## config.mk

```make
export PLATFORM = sky130hd
export DESIGN_NAME = bolt_manager
export DESIGN_NICKNAME = d
export VERILOG_FILES = /design/src/rtl/bolt_pkg.sv /design/src/rtl/bolt_slot.sv /design/src/rtl/bolt_manager.sv
export SDC_FILE = /design/constraint.sdc
export NUM_CORES = 1
export LEC_CHECK = 0
export CAP_MARGIN = 20
export CORE_UTILIZATION = 48
export DETAILED_ROUTE_END_ITERATION = 10
export MAX_ROUTING_LAYER = met4
export PLACE_DENSITY = 0.89
export SYNTH_ARGS = -nofsm -noshare
export SYNTH_HDL_FRONTEND = slang
export SYNTH_SLANG_ARGS = --single-unit
```

## constraint.sdc

```tcl
create_clock -name clk -period 4.7 [get_ports clk]
set_input_delay 0.705 -clock clk [delete_from_list [all_inputs] [get_ports clk]]
set_output_delay 0.705 -clock clk [all_outputs]
set_load 0.1 [all_outputs]
```

## src/rtl/bolt_pkg.sv

```systemverilog
// Shared types and constants for the bolt slot manager.
// Latency: n/a (types, constants and one combinational helper only).
// Backpressure: n/a.
package bolt_pkg;

  // Pixel coordinate width used by the VGA game core.
  localparam int COORD_W = 11;

  // Retirement rows: player bolts leave at the top, invader bolts at the bottom.
  localparam int T_BORDER = 5;
  localparam int B_BORDER = 460;

  // Per-slot life cycle.
  typedef enum logic [1:0] {
    FREE   = 2'd0,
    LAUNCH = 2'd1,
    FLYING = 2'd2
  } slotState_t;

  // Launch coordinate handed to the bolt sprite.
  typedef struct packed {
    logic [COORD_W-1:0] x;
    logic [COORD_W-1:0] y;
  } coord_t;

  // Number of set bits in a slot mask (up to 16 slots).
  function automatic logic [4:0] popCount(input logic [15:0] v);
    logic [4:0] c;
    c = 5'd0;
    for (int i = 0; i < 16; i++) begin
      c = c + 5'(v[i]);
    end
    return c;
  endfunction

endpackage

```

## src/rtl/bolt_slot.sv

```systemverilog
// One bolt slot: FREE -> LAUNCH on alloc, LAUNCH -> FLYING next cycle, FLYING -> FREE on kill/border/flush.
// Latency: state change one cycle after the causing input; exs/load/free/kill decode the current state.
// Backpressure: none; alloc is only raised by the owner while the slot reports free.
module bolt_slot
  import bolt_pkg::*;
(
  input  logic clk,
  input  logic resetN,
  input  logic alloc,
  input  logic bltReq,
  input  logic tgtReq,
  input  logic atBorder,
  input  logic flush,
  output logic exs,
  output logic load,
  output logic kill,
  output logic free
);

  slotState_t state;
  slotState_t nxtState;

  // State register.
  always_ff @(posedge clk or negedge resetN) begin
    if (!resetN) begin
      state <= FREE;
    end else begin
      state <= nxtState;
    end
  end

  // Next state and decoded outputs; a bolt in LAUNCH ignores sprite requests
  // because the sprite still carries data from the previous occupant.
  always_comb begin
    nxtState = state;
    exs      = 1'b0;
    load     = 1'b0;
    kill     = 1'b0;
    free     = 1'b0;
    case (state)
      FREE: begin
        free = 1'b1;
        if (alloc && !flush) begin
          nxtState = LAUNCH;
        end
      end
      LAUNCH: begin
        exs      = 1'b1;
        load     = 1'b1;
        nxtState = flush ? FREE : FLYING;
      end
      FLYING: begin
        exs  = 1'b1;
        kill = bltReq && tgtReq && !flush;
        if (flush || (bltReq && (tgtReq || atBorder))) begin
          nxtState = FREE;
        end
      end
      default: begin
        nxtState = FREE;
      end
    endcase
  end

endmodule

```

## src/rtl/bolt_manager.sv

```systemverilog
// Bolt slot manager: allocates the lowest free slot per fire edge, latches launch XY, aggregates hits per frame.
// Latency: accept -> bltLoad/bltExs next cycle; kill/border -> bltExs clear next cycle; srtFrm -> hitPulse next cycle.
// Backpressure: none; fire edges with no free slot (or during cooldown) are dropped, never queued.
// Build option: define BOLT_COOLDOWN_EN to force COOLDOWN_FRAMES frames between launches.
module bolt_manager
  import bolt_pkg::*;
#(
  parameter int BOLT_MAX        = 4,
  parameter int BORDER_Y        = T_BORDER,
  parameter int COOLDOWN_FRAMES = 8,
  parameter int CNT_W           = 10
) (
  input  logic                clk,
  input  logic                resetN,
  input  logic                enable,
  input  logic                srtFrm,
  input  logic [10:0]         pixelY,
  input  logic                fireKey,
  input  logic [10:0]         srcX,
  input  logic [10:0]         srcY,
  input  logic [BOLT_MAX-1:0] bltReq,
  input  logic                tgtReq,
  output logic [BOLT_MAX-1:0] bltExs,
  output logic [BOLT_MAX-1:0] bltLoad,
  output logic [10:0]         bltX,
  output logic [10:0]         bltY,
  output logic                hitPulse,
  output logic [CNT_W-1:0]    hitCnt,
  output logic [4:0]          freeCnt
);

  logic                fireKeyD;
  logic                fireEdge;
  logic                coolOk;
  logic                accept;
  logic                atBorder;
  logic                flush;
  logic                anyKill;
  logic                hitLatch;
  logic [BOLT_MAX-1:0] slotFree;
  logic [BOLT_MAX-1:0] slotKill;
  logic [BOLT_MAX-1:0] lowestFree;
  logic [BOLT_MAX-1:0] alloc;
  coord_t              launchPos;

  assign flush    = !enable;
  assign atBorder = (pixelY == COORD_W'(BORDER_Y));
  assign fireEdge = fireKey && !fireKeyD;
  assign anyKill  = |slotKill;

  // Isolate the lowest set bit of the free mask; slots freeing this cycle are
  // still FLYING here, so they only become eligible next cycle.
  assign lowestFree = slotFree & (~slotFree + BOLT_MAX'(1));
  assign accept     = fireEdge && enable && (|slotFree) && coolOk;
  assign alloc      = accept ? lowestFree : '0;

  // Registered copy of the fire level for edge detection.
  always_ff @(posedge clk or negedge resetN) begin
    if (!resetN) begin
      fireKeyD <= 1'b0;
    end else begin
      fireKeyD <= fireKey;
    end
  end

`ifdef BOLT_COOLDOWN_EN
  localparam int CD_W = (COOLDOWN_FRAMES < 1) ? 1 : $clog2(COOLDOWN_FRAMES + 1);
  logic [CD_W-1:0] coolCnt;

  // Frame-based cooldown: reload on launch, count frames down to zero.
  always_ff @(posedge clk or negedge resetN) begin
    if (!resetN) begin
      coolCnt <= '0;
    end else if (flush) begin
      coolCnt <= '0;
    end else if (accept) begin
      coolCnt <= CD_W'(COOLDOWN_FRAMES);
    end else if (srtFrm && (coolCnt != '0)) begin
      coolCnt <= coolCnt - CD_W'(1);
    end
  end

  assign coolOk = (coolCnt == '0);
`else
  assign coolOk = 1'b1;
`endif

  // Launch coordinate held until the next accepted fire.
  always_ff @(posedge clk or negedge resetN) begin
    if (!resetN) begin
      launchPos <= '0;
    end else if (accept) begin
      launchPos <= '{x: srcX, y: srcY};
    end
  end

  assign bltX = launchPos.x;
  assign bltY = launchPos.y;

  // Frame hit latch, frame-aligned pulse and saturating hit-frame counter.
  // A kill coinciding with srtFrm seeds the latch for the frame just starting.
  always_ff @(posedge clk or negedge resetN) begin
    if (!resetN) begin
      hitLatch <= 1'b0;
      hitPulse <= 1'b0;
      hitCnt   <= '0;
    end else if (flush) begin
      hitLatch <= 1'b0;
      hitPulse <= 1'b0;
    end else begin
      hitPulse <= srtFrm && hitLatch;
      if (srtFrm) begin
        hitLatch <= anyKill;
        if (hitLatch && (hitCnt != '1)) begin
          hitCnt <= hitCnt + CNT_W'(1);
        end
      end else if (anyKill) begin
        hitLatch <= 1'b1;
      end
    end
  end

  for (genvar i = 0; i < BOLT_MAX; i++) begin : gSlot
    bolt_slot uSlot (
      .clk      (clk),
      .resetN   (resetN),
      .alloc    (alloc[i]),
      .bltReq   (bltReq[i]),
      .tgtReq   (tgtReq),
      .atBorder (atBorder),
      .flush    (flush),
      .exs      (bltExs[i]),
      .load     (bltLoad[i]),
      .kill     (slotKill[i]),
      .free     (slotFree[i])
    );
  end

  assign freeCnt = popCount(16'(slotFree));

endmodule

```

Yosys cells after proc, flatten, opt, wreduce, memory -nomap -nowiden

Index checks and enable logic that the tools add are counted.

Output and inout bits: 46
Input port bits: 43
Bits in writable memories: 0
Bits in registers: 43
Logic and storage cells: 113
Memories: 0
ROM bits: 0
Latch bits: 0

Multiply operators: 0
Bitwise operators: 2
Order comparisons: 0
Shift-type cells: 0
Reduce and logical (&&, ||, !) cells: 43
Eq/ne operators: 19
$add $sub $neg: 5
Muxes and demuxes: 34
Divide/modulo/power cells: 0

Operators with widths:

| operator                                              | number |
|---|---|
| one-hot mux 2 bit (3 select lines)                    | 4 |
| logical AND 1 bit                                     | 21 |
| two-way mux 1 bit                                     | 20 |
| two-way mux 2 bit                                     | 9 |
| inequality test 2 x 1 -> 1 bit, second input constant | 8 |
| == test 11 x 3 -> 1 bit, second input constant        | 1 |
| adder 10 x 1 -> 10 bit, second input constant         | 1 |
| inequality test 10 bit, second input constant         | 1 |
| == test 2 x 1 -> 1 bit, second input constant         | 4 |
| == test 2 bit, second input constant                  | 4 |
| logical NOT 2 bit                                     | 4 |
| AND reduction 2 bit                                   | 4 |
| OR reduction 2 bit                                    | 4 |
| OR reduction 4 bit                                    | 2 |
| logical OR 1 bit                                      | 5 |
| adder 3 x 1 -> 4 bit                                  | 1 |
| adder 4 x 1 -> 4 bit, second input constant           | 1 |
| AND 4 bit                                             | 1 |
| two-way mux 4 bit                                     | 1 |
| inverter 4 bit                                        | 1 |
| adder 2 x 1 -> 3 bit                                  | 1 |
| inequality test 3 x 1 -> 1 bit, second input constant | 1 |
| AND reduction 3 bit                                   | 1 |
| adder 1 x 1 -> 2 bit                                  | 1 |
| logical NOT 1 bit                                     | 2 |

Longest topological paths before layout

Gate-level depths: netlist of run 1.

Depth in word-level cells: 9
Gate-level depth with buffers: 9
Mapped depth without buffers: 8

Modules after synthesis

Synthesis of run 1 repeated with hierarchy kept, for this count alone.

Cell total of the unflattened synthesis: 201
Area total of the unflattened synthesis: 2,363.5 um^2

By module, submodules not included:

| module       | sequential area each (um^2) | instances | cells each | area an instance (um^2) |
|---|---|---|---|---|
| bolt_manager | 875.8                       | 1         | 129        | 1,627.8 |
| bolt_slot    | 50.0                        | 4         | 18         | 183.9 |

Least setup slack after synthesis of run 1

No wires, ideal clock.

Path type: flip-flop to output port
Start point: register gSlot[0].uSlot.state[0]
End point: output port freeCnt[1]
Path buffers: 0
Data required time: 3.995 ns
Slack: 1.713 ns
Data arrival time: 2.282 ns
Cell stages (with the launch flop): 8
Cells stage by stage: dfrtp_1 inv_1 ha_1 inv_1 fa_1 inv_1 ha_1 ha_1

Longest elaborated chain between the ends: 5

RTL lines:

| element                | RTL line           | text |
|---|---|---|
| start, declared        | bolt_slot.sv:20    | `slotState_t state;` |
| start signal, assigned | bolt_slot.sv:28    | `state <= nxtState;` |
| logical NOT 2 bit      | bolt_slot.sv:40    | `case (state)` |
| two-way mux 1 bit      | bolt_slot.sv:40    |  |
| adder 1 x 1 -> 2 bit   | bolt_pkg.sv:31     | `c = c + 5'(v[i]);` |
| adder 2 x 1 -> 3 bit   | bolt_pkg.sv:31     |  |
| adder 3 x 1 -> 4 bit   | bolt_pkg.sv:31     |  |
| end, declared          | bolt_manager.sv:29 | `output logic [4:0] freeCnt` |

Every way passes these cells.

Final worst setup path of run 1

Start point: register gSlot[0].uSlot.state[1]
End point: output port freeCnt[0]

Same word-level chain as after synthesis.

==> results of run 1 <==
==> per-stage QoR <==
stage	worst slack (ps)	cell area (um^2)	util	hold WS [ps]
6_report	901	3300	0.694	378
5_1_grt	770	3300	0.694	391
4_1_cts	891	3280	0.690	505
3_5_place_dp	1230	3200	0.672	492
3_3_place_gp	1290	3200	0.672	483
2_1_floorplan	1710	2390	-	409
==> cells in the final DEF (no fill, tap or decap), drive strengths merged, types with 3 or more instances in the layout <==
master         netlist  layout
a31oi                3       3
mux2                24      24
buf                 14       3
nand3                8       8
mux2i                3       3
nand4                6       6
xor2                 4       4
clkdlybuf4s50        0      84
nand2               10      10
a21oi               12      12
ha                  18      18
clkbuf               0       6
nor4b                4       4
inv                 14      14
dfrtp               43      43
xnor2                3       3
nor2                 4       4
nor3                 3       3
==> critical path: stages, from the launching register on <==
cell,delay (ps)
sky130_fd_sc_hd__dfrtp_1,390
sky130_fd_sc_hd__inv_1,100
sky130_fd_sc_hd__ha_1,210
sky130_fd_sc_hd__inv_1,110
sky130_fd_sc_hd__fa_1,550
sky130_fd_sc_hd__inv_1,50
sky130_fd_sc_hd__ha_1,260
sky130_fd_sc_hd__clkdlybuf4s50_1,1130
==> cell type report <==
class,count,area [um^2],area share
flip-flops and latches,43,1080,0.326
repair buffers,87,873,0.264
well taps,67,83.8,0.0254
multi-input cells,126,1130,0.343
clock inverters,2,12.5,0.00379
clock buffers,6,72.6,0.0220
inverters,14,52.6,0.0159
==> metal layers <==
metal | part of all wire | vias up | GRT usage
met3 | 0.063 | 11 | 0.0458
met5 | 0 | - | -
li1 | - | 838 | -
met4 | 0.019 | 0 | 0.0828
met2 | 0.49 | 71 | 0.343
met1 | 0.42 | 840 | 0.238
==> sequential cells by signal, summed over array words and instances (netlist names) <==
signal / flops
hitPulse: 1
fireKeyD: 1
bltY: 11
hitCnt: 10
gSlot.uSlot.state: 8
hitLatch: 1
bltX: 11
==> how the worst min path moves through the flow <==
stage | startpoint | endpoint | slack, ps | cells past startpoint
after CTS | hitCnt[7]$_DFFE_PN0P_ | hitCnt[7]$_DFFE_PN0P_ | 500 | 1
after floorplan | resetN | bltX[0]$_DFFE_PN0N_ | 410 | 0
final | resetN | bltY[3]$_DFFE_PN0N_ | 380 | 2
after global placement | hitCnt[7]$_DFFE_PN0P_ | hitCnt[7]$_DFFE_PN0P_ | 480 | 1
after detailed placement | hitCnt[7]$_DFFE_PN0P_ | hitCnt[7]$_DFFE_PN0P_ | 490 | 1
after global routing | resetN | bltY[3]$_DFFE_PN0N_ | 390 | 2
==> logic make-up after synthesis <==
family,after synthesis,share of synthesized area
buffers and inverters,28,0.0770
adder cells (fa/ha/maj),19,0.103
other,1,0.00157
AND/OR/NAND/NOR,41,0.101
AO/OA/AOI/OAI,30,0.0844
XOR/XNOR,7,0.0257
flip-flops,43,0.451
multiplexers,27,0.157
==> summary by stage, run 1 <==
STA
The final setup skew is 7.93 ps. Setup violations remaining at the end of the flow were counted as 0. Static timing analysis puts the maximum clock frequency at 0.263 GHz.

The relative slew slack is 0.321. In the finished design, the share of the clock period the worst path needs comes to 0.808. Subtracting the final worst setup slack from the clock period gives 3800 ps. Setup repair after global routing left no endpoint under its margin. The number of hold violations in the final report was 0. The total negative slack for setup checks is 0 ps. For the pin with the worst max-slew slack, the measured transition is 1010 ps. The max-slew violation count is 0.

Synth
Yosys attributes the largest share of cell area to sky130_fd_sc_hd__dfrtp_1, sky130_fd_sc_hd__mux2_4, sky130_fd_sc_hd__ha_1. Ranked by instance count, the synthesized netlist is headed by sky130_fd_sc_hd__dfrtp_1, sky130_fd_sc_hd__mux2_4, sky130_fd_sc_hd__ha_1, sky130_fd_sc_hd__inv_1, sky130_fd_sc_hd__a21oi_1. For this run, the register share of the synthesized area comes to 0.451. The share of synthesized area in the top cell type comes to 0.451. After synthesis the cells add up to 0.00239 mm^2. The mean instance size in the synthesized netlist is 12.2 um^2. After technology mapping, the gate count stands at 196. Synthesis inferred 43 register bits.

In the synthesized netlist the dominant register cell turns out to be sky130_fd_sc_hd__dfrtp_1. After synthesis, the netlist uses 40 different library cells. Yosys mapped a number of flops with a built-in enable equal to 0. The share of synthesized flip-flops with an asynchronous set or reset is 1.00.

For this run, the number of Yosys warnings is 0. The cell taking the most area after synthesis is sky130_fd_sc_hd__dfrtp_1. The most frequent cell after synthesis is sky130_fd_sc_hd__dfrtp_1.

CTS
After clock tree synthesis, the repair step resized 0 gates. The clock buffer count from CTS is 5. The TritonCTS clock tree is yes.

The tree is rooted in a sky130_fd_sc_hd__clkbuf_8. In this run the number of H-tree levels came out at 2. The number of post-CTS setup repair buffers is 0. The clock edge transition at the registers on the reported setup and hold paths is 80 ps. The maximum root-to-sink buffer count is 2. Clock tree synthesis found a total of 43 sinks.

For this design, the CTS-stage hold fixing added 0 buffers. The later pin in the worst-skew pair is clocked with a latency of 290 ps.

Final layout
The area growth from synthesis to final layout is 38.3%. In the final layout, the share of cells above drive strength 1 is 0.140. The layout net count is 339. Leaving out filler cells and counting taps, the final layout contains 345.

The repair_antennas step left the layout with diodes totalling 0. The number of filler instances in the final layout is 356.

Setup path
Following the worst setup path forward leads to its endpoint at freeCnt[0]. The data required time at the worst endpoint is 3990 ps. The capturing point of the worst reg2reg path is gSlot[0].uSlot.state[1]$_DFFE_PN0P_.

In this run the critical register-to-register path is launched from gSlot[0].uSlot.state[1]$_DFFE_PN0P_. The worst setup path is of the flop to output pin kind. The arrival time at the worst endpoint is 3090 ps. The source of the critical timing path is gSlot[0].uSlot.state[1]$_DFFE_PN0P_. In this run the worst path has a maximum fanout of 4. The endpoint kind of the worst setup timing path is an output pin.

The launching element type of the critical path is a flop. The cell depth of the worst flop-to-flop path is 8. In this run the register-to-register setup slack is 2470 ps.

Outcome
The flow ran to the end, and the final reports show no timing, DRC or antenna violations.

Floorplanning
The die is 72.5 um wide. The chip height is 72.5 um. The effective utilization at floorplan is 0.502. The overall die area is 0.00526 mm^2. The core outline area is 0.00475 mm^2.

The number of placement rows is 25. The number of top-level pins is 89.

Placement
The detailed placer's ending HPWL is 3720 um. The cell total after placement is 336. The congestion estimate from routability-driven global placement came to 0.854.

The number of input and output port buffers inserted is 86.

Route
The final routed wirelength across all metal layers is 5010 um. The ratio of routed vias to standard cells is 5.10. The first detailed-routing pass ran for 4 iterations. The violation count after the first detailed-routing iteration is 42. The routed layout has 1760 vias. The average wire length per cell after detail routing is 14.5 um. After detailed routing, the number of remaining DRC violations is 0. The number of routed nets with antenna violations is 0.

Global routing
The number of global-route vias before repair is 1783. The global router's overall resource usage is 0.204. For this run the aggregate overflow at the end of global routing stands at 0. The pin count of the biggest net entering global routing is 44. The initial antenna violation count is 0. The first-pass GRT wire length is 7980 um.

Job
Max-cap violations in this run came to 0.

Worst hold path
The worst min-delay path class is input pin to asynchronous set/reset pin.
Power of run 1 is not shown: default switching activity piles up to over one toggle a cycle in this logic, so the estimate is an artifact.
==> run 2: changes to the inputs <==
- CORE_UTILIZATION: 48 -> 44
- PLACE_DENSITY: 0.89 -> 0.83
- clock period: 4.7 -> 3.6 ns (I/O delays scaled with it)
==> summary by stage, run 2 (synthesis gave the netlist of run 1 again) <==
Outcome
The run finished with clean final reports.

Final layout
The number of antenna diodes in the final layout is 0. The top cell types in the final layout, fill and taps aside, are sky130_fd_sc_hd__clkdlybuf4s50_1, sky130_fd_sc_hd__dfrtp_1, sky130_fd_sc_hd__mux2_4. The area growth from synthesis to final layout is 37.1%. The layout net count is 339. In the final layout, the share of cells above drive strength 1 is 0.169.

The most frequent standard cell in the layout excluding fill and tap cells is sky130_fd_sc_hd__clkdlybuf4s50_1.

Floorplanning
Pin placement for this block handled 89 I/O pins. The effective utilization at floorplan is 0.462. The core outline area is 0.00517 mm^2. The overall die area is 0.00572 mm^2.

From left edge to right edge, the die measures 75.7 um. The die is 75.7 um tall. The number of placement rows is 26.

Setup path
In this run the worst path has a maximum fanout of 4. The worst register-to-register path has a depth of 8. For the worst setup path, the data required time is 3060 ps. The startpoint of the lowest-slack register-to-register path is gSlot[1].uSlot.state[1]$_DFFE_PN0P_. The classification of the worst setup path is flop to output pin. The arrival time at the worst endpoint is 2400 ps. The launching element type of the critical path is a flop. The capturing point of the worst reg2reg path is gSlot[0].uSlot.state[1]$_DFFE_PN0P_.

The worst setup path is captured at an output pin. The most critical setup path has its startpoint at gSlot[1].uSlot.state[1]$_DFFE_PN0P_. The worst register-to-register path has a setup slack of 1410 ps.

CTS
TritonCTS built the clock tree. The clock edge transition at the registers on the reported setup and hold paths is 80 ps. The count of hold buffers inserted by post-cts repair is 0. Clock tree synthesis found a total of 43 sinks. The count of cells resized by post-cts repair is 0. The maximum root-to-sink buffer count is 2. The clock buffer count from CTS is 5.

The root cell of the clock tree is sky130_fd_sc_hd__clkbuf_8. Once the clock tree was built, the setup fixing pass inserted 0 buffers. The number of H-tree levels is 2. At the later pin of the worst-skew pair, clock insertion delay measures 290 ps.

Route
The routed layout has 1775 vias. Before antenna repair, the detailed router went through 4 iterations. In the final routed layout, each cell accounts on average for 14.5 um. In this run the remaining antenna-violating nets after routing total 0. Wires add up to 5030 um. The number of remaining DRC errors is 0.

The ratio of routed vias to standard cells is 5.10. The violation count after the first detailed-routing iteration is 63.

STA
The maximum frequency from static timing analysis is 0.340 GHz. The routed design could run at a clock period as short as 2940 ps. At the pin with the least slew margin, the transition time is 989 ps. Hold timing on the final database bottoms out at a slack of 389 ps.

The number of hold violations in the final report is 0. The max-slew violation count came to 0. Setup repair after global routing left no endpoint under its margin.

The share of the cycle needed by the critical path after routing is 0.818. Setup total negative slack on the finished layout was measured at 0 ps. The number of setup violations in the final report is 0. The final setup skew is 7.01 ps. The relative slew slack is 0.339.

Placement
After legalization and detailed placement, the total HPWL measured 3800 um. At the end of routability-driven placement, the weighted congestion stood at 0.865. The number of input and output port buffers inserted is 86.

Global routing
For this run the aggregate overflow at the end of global routing stands at 0. The global-route met3 utilization is 0.0516. The met1 track demand over resource in global routing is 0.222. The layer flagged by global routing as most heavily used is met2. Entering global routing, the biggest net connects 44 pins. The global-route met2 utilization is 0.290. The first global-routing pass estimated 7490 um of wire. The global router's overall resource usage is 0.182. The number of global-route vias before repair is 1642. The initial antenna violation count was 0.

Job
The number of max-cap violations is 0.

Worst hold path
The worst min-delay path class is input pin to asynchronous set/reset pin.
## run 2: cell types whose count changed in the layout (fill, tap and decap cells not counted), sizes merged
cell	before	now
buf	3	11
clkdlybuf4s50	84	76
## run 2: cell type report
type | instances | area [um^2]
clock buffers | 6 | 72.6
clock inverters | 2 | 12.5
fillers | 423 | 1900
inverters | 14 | 52.6
multi-input cells | 126 | 1130
flip-flops and latches | 43 | 1080
well taps | 70 | 87.6
repair buffers | 87 | 841
## run 2: how the worst max path moves through the flow
stage                             to  slack, ps  cells past startpoint
after floorplan           freeCnt[1]        780                      7
after global placement    freeCnt[1]       1030                      8
after detailed placement  freeCnt[1]        950                      8
after CTS                 freeCnt[1]        630                      8
after global routing      freeCnt[1]        510                      8
final                     freeCnt[1]        660                      8
## run 2: through the flow
step / cells / cell area (um^2) / setup slack [ps] / util
2_1_floorplan: 197 / 2390 / 778 / -
3_3_place_gp: 340 / 3190 / 1030 / 0.616
3_5_place_dp: 340 / 3190 / 954 / 0.616
4_1_cts: 348 / 3270 / 628 / 0.633
5_1_grt: 348 / 3270 / 514 / 0.633
6_report: 348 / 3270 / 655 / 0.633
## run 2: worst max-delay path, cell delays in order, from the launching register on
cell	delay, ps
sky130_fd_sc_hd__dfrtp_1	390
sky130_fd_sc_hd__inv_1	100
sky130_fd_sc_hd__ha_1	230
sky130_fd_sc_hd__inv_1	120
sky130_fd_sc_hd__fa_1	510
sky130_fd_sc_hd__inv_1	40
sky130_fd_sc_hd__ha_1	170
sky130_fd_sc_hd__ha_1	270
sky130_fd_sc_hd__buf_4	280
## run 2: metal layers
metal | vias to the layer above | share of wire
met5 | - | 0
met4 | 0 | 0.0091
met3 | 6 | 0.073
met2 | 79 | 0.47
met1 | 852 | 0.45
li1 | 838 | -
Power of run 2 is left out for the same reason.
==> run 3: changes to the inputs <==
- CORE_UTILIZATION: 44 -> 40
- PLACE_DENSITY: 0.83 -> 0.79
- clock period: 3.6 -> 2.5 ns (I/O delays scaled with it)
==> summary by stage, run 3 (synthesis gave the netlist of run 1 again) <==
STA
Setup repair after global routing could not meet its margin everywhere. Between clock sinks in the finished design, the worst skew comes to 4.76 ps. The share of the cycle needed by the critical path after routing is 0.991. The number of hold violations in the final report was 0.

The final-layout worst hold slack is 229 ps. The clock period minus worst slack is 2480 ps. Setup violations remaining at the end of the flow were counted as 0. Timing would allow up to 0.403 GHz. The max-slew violation count is 0. For the pin with the worst max-slew slack, the measured transition is 917 ps.

The relative slew slack is 0.388.

Setup path
The capturing point of the worst reg2reg path is gSlot[0].uSlot.state[1]$_DFFE_PN0P_. The worst register-to-register path begins at gSlot[0].uSlot.state[1]$_DFFE_PN0P_. The data required time at the worst endpoint is 2120 ps.

The arrival time at the worst endpoint is 2100 ps. The worst setup path is of the flop to output pin kind. The worst register-to-register path has a depth of 8. The largest fanout of any net on the critical path is 4. In this run the register-to-register setup slack is 470 ps. The endpoint kind of the worst setup timing path is an output pin. The launching element type of the critical path is a flop.

CTS
For the worst-skew pair, the clock arrives at the later sink with an insertion delay of 280 ps. No sink is reached through more buffers than the 2 on the longest clock path. Buffers inserted to repair hold after CTS numbered 0. The number of clock sinks is 43. The tree is rooted in a sky130_fd_sc_hd__clkbuf_8.

After clock tree synthesis, the clock-pin slew on the worst setup and hold paths is 70 ps. TritonCTS built the clock tree. In this run the number of H-tree levels came out at 2. The clock buffer count from CTS is 5.

Global routing
The number of global-route vias before repair was 1767. The first global-routing pass estimated 8280 um of wire. In the global route stage, overall resource usage came out at 0.174.

Entering global routing, the biggest net connects 44 pins. Global routing finished with a remaining overflow of 0. The initial antenna violation count was 0.

Route
Using the TritonRoute via totals, the vias-per-cell ratio works out to 4.83. The final routed wirelength across all metal layers is 5010 um. The detailed router placed 1772 vias in this run. The count of TritonRoute iterations in the first routing pass is 4. The average wire length per cell after detail routing is 13.7 um. The violation count after the first detailed-routing iteration is 80. The number of remaining DRC errors is 0. The number of routed nets with antenna violations is 0.

Floorplanning
The die extent in x is 79.3 um. The effective utilization at floorplan is 0.423. In this run the standard cell core region covers 0.00564 mm^2. The chip height is 79.3 um. The initialized floorplan defines 27 standard-cell rows. The overall die area is 0.00628 mm^2.

For this design the top-level I/O count stands at 89.

Placement
After legalization and detailed placement, the total HPWL measured 3790 um. The number of input and output port buffers inserted is 86. Routability-driven placement finished with a final weighted congestion of 0.782.

Outcome
The flow ran to the end, and the final reports show no timing, DRC or antenna violations.

Worst hold path
The worst min-delay path class is input pin to asynchronous set/reset pin.

Final layout
The area growth from synthesis to layout is 43.0%. Leaving out fill and tap cells, the most frequent cells in the layout are sky130_fd_sc_hd__buf_4, sky130_fd_sc_hd__dfrtp_1, sky130_fd_sc_hd__clkdlybuf4s50_1. The repair_antennas step left the layout with diodes totalling 0. The most frequent standard cell in the layout excluding fill and tap cells is sky130_fd_sc_hd__buf_4. The utilization of the core after routing is 0.605. In the final layout, the share of cells above drive strength 1 is 0.386. For this run, the post-layout net count is 356.

Job
The tool flagged a number of max-cap violations equal to 0.
## run 3: worst max path at each step
stage                                         from          to  cells past startpoint
2_1_floorplan  gSlot[0].uSlot.state[0]$_DFFE_PN0P_  freeCnt[0]                      6
3_3_place_gp   gSlot[0].uSlot.state[0]$_DFFE_PN0P_  freeCnt[1]                      8
3_5_place_dp   gSlot[0].uSlot.state[0]$_DFFE_PN0P_  freeCnt[1]                      8
4_1_cts        gSlot[0].uSlot.state[1]$_DFFE_PN0P_  freeCnt[1]                      8
5_1_grt        gSlot[0].uSlot.state[0]$_DFFE_PN0P_  freeCnt[1]                      8
6_report       gSlot[0].uSlot.state[1]$_DFFE_PN0P_  freeCnt[1]                      8
## run 3: layout make-up
class	count	area, um^2
Tap cell	72	90.1
Fill cell	467	2230
Sequential cell	43	1080
Multi-Input combinational cell	126	1190
Inverter	14	52.6
Clock inverter	3	15.0
Clock buffer	5	68.8
Timing Repair Buffer	104	918
## run 3: metal layers
layer | wire length, um | vias up | GRT usage
li1 | - | 886 | -
met1 | 2290 | 831 | 0.224
met2 | 2430 | 51 | 0.290
met3 | 246 | 4 | 0.0356
met4 | 39 | 0 | 0.0291
met5 | 0 | - | -
## run 3: critical path, stage by stage (launching register included)
cell                      delay, ps
sky130_fd_sc_hd__dfrtp_1        390
sky130_fd_sc_hd__inv_2           80
sky130_fd_sc_hd__ha_4           140
sky130_fd_sc_hd__inv_2           60
sky130_fd_sc_hd__fa_1           540
sky130_fd_sc_hd__inv_2           40
sky130_fd_sc_hd__ha_4           150
sky130_fd_sc_hd__ha_4           260
sky130_fd_sc_hd__buf_12         160
## run 3: per-stage QoR
step / instances / area (um^2) / worst slack [ps] / setup TNS, ps
floorplan: 197 / 2390 / 14.5 / 0
global placement: 346 / 3170 / 119 / 0
global route: 367 / 3410 / -59.0 / -59.0
detailed placement: 346 / 3170 / 68.3 / 0
finish: 367 / 3410 / 21.4 / 0
CTS: 365 / 3400 / 2.33 / 0
## run 3: repair_timing
action / 4_1_cts / 5_1_grt
pin swaps: 4 / 0
setup endpoints to repair: 3 / 1
resized for setup: 17 / 1
cloned: 0 / 0
setup buffers: 11 / 2
Power of run 3 is left out for the same reason.
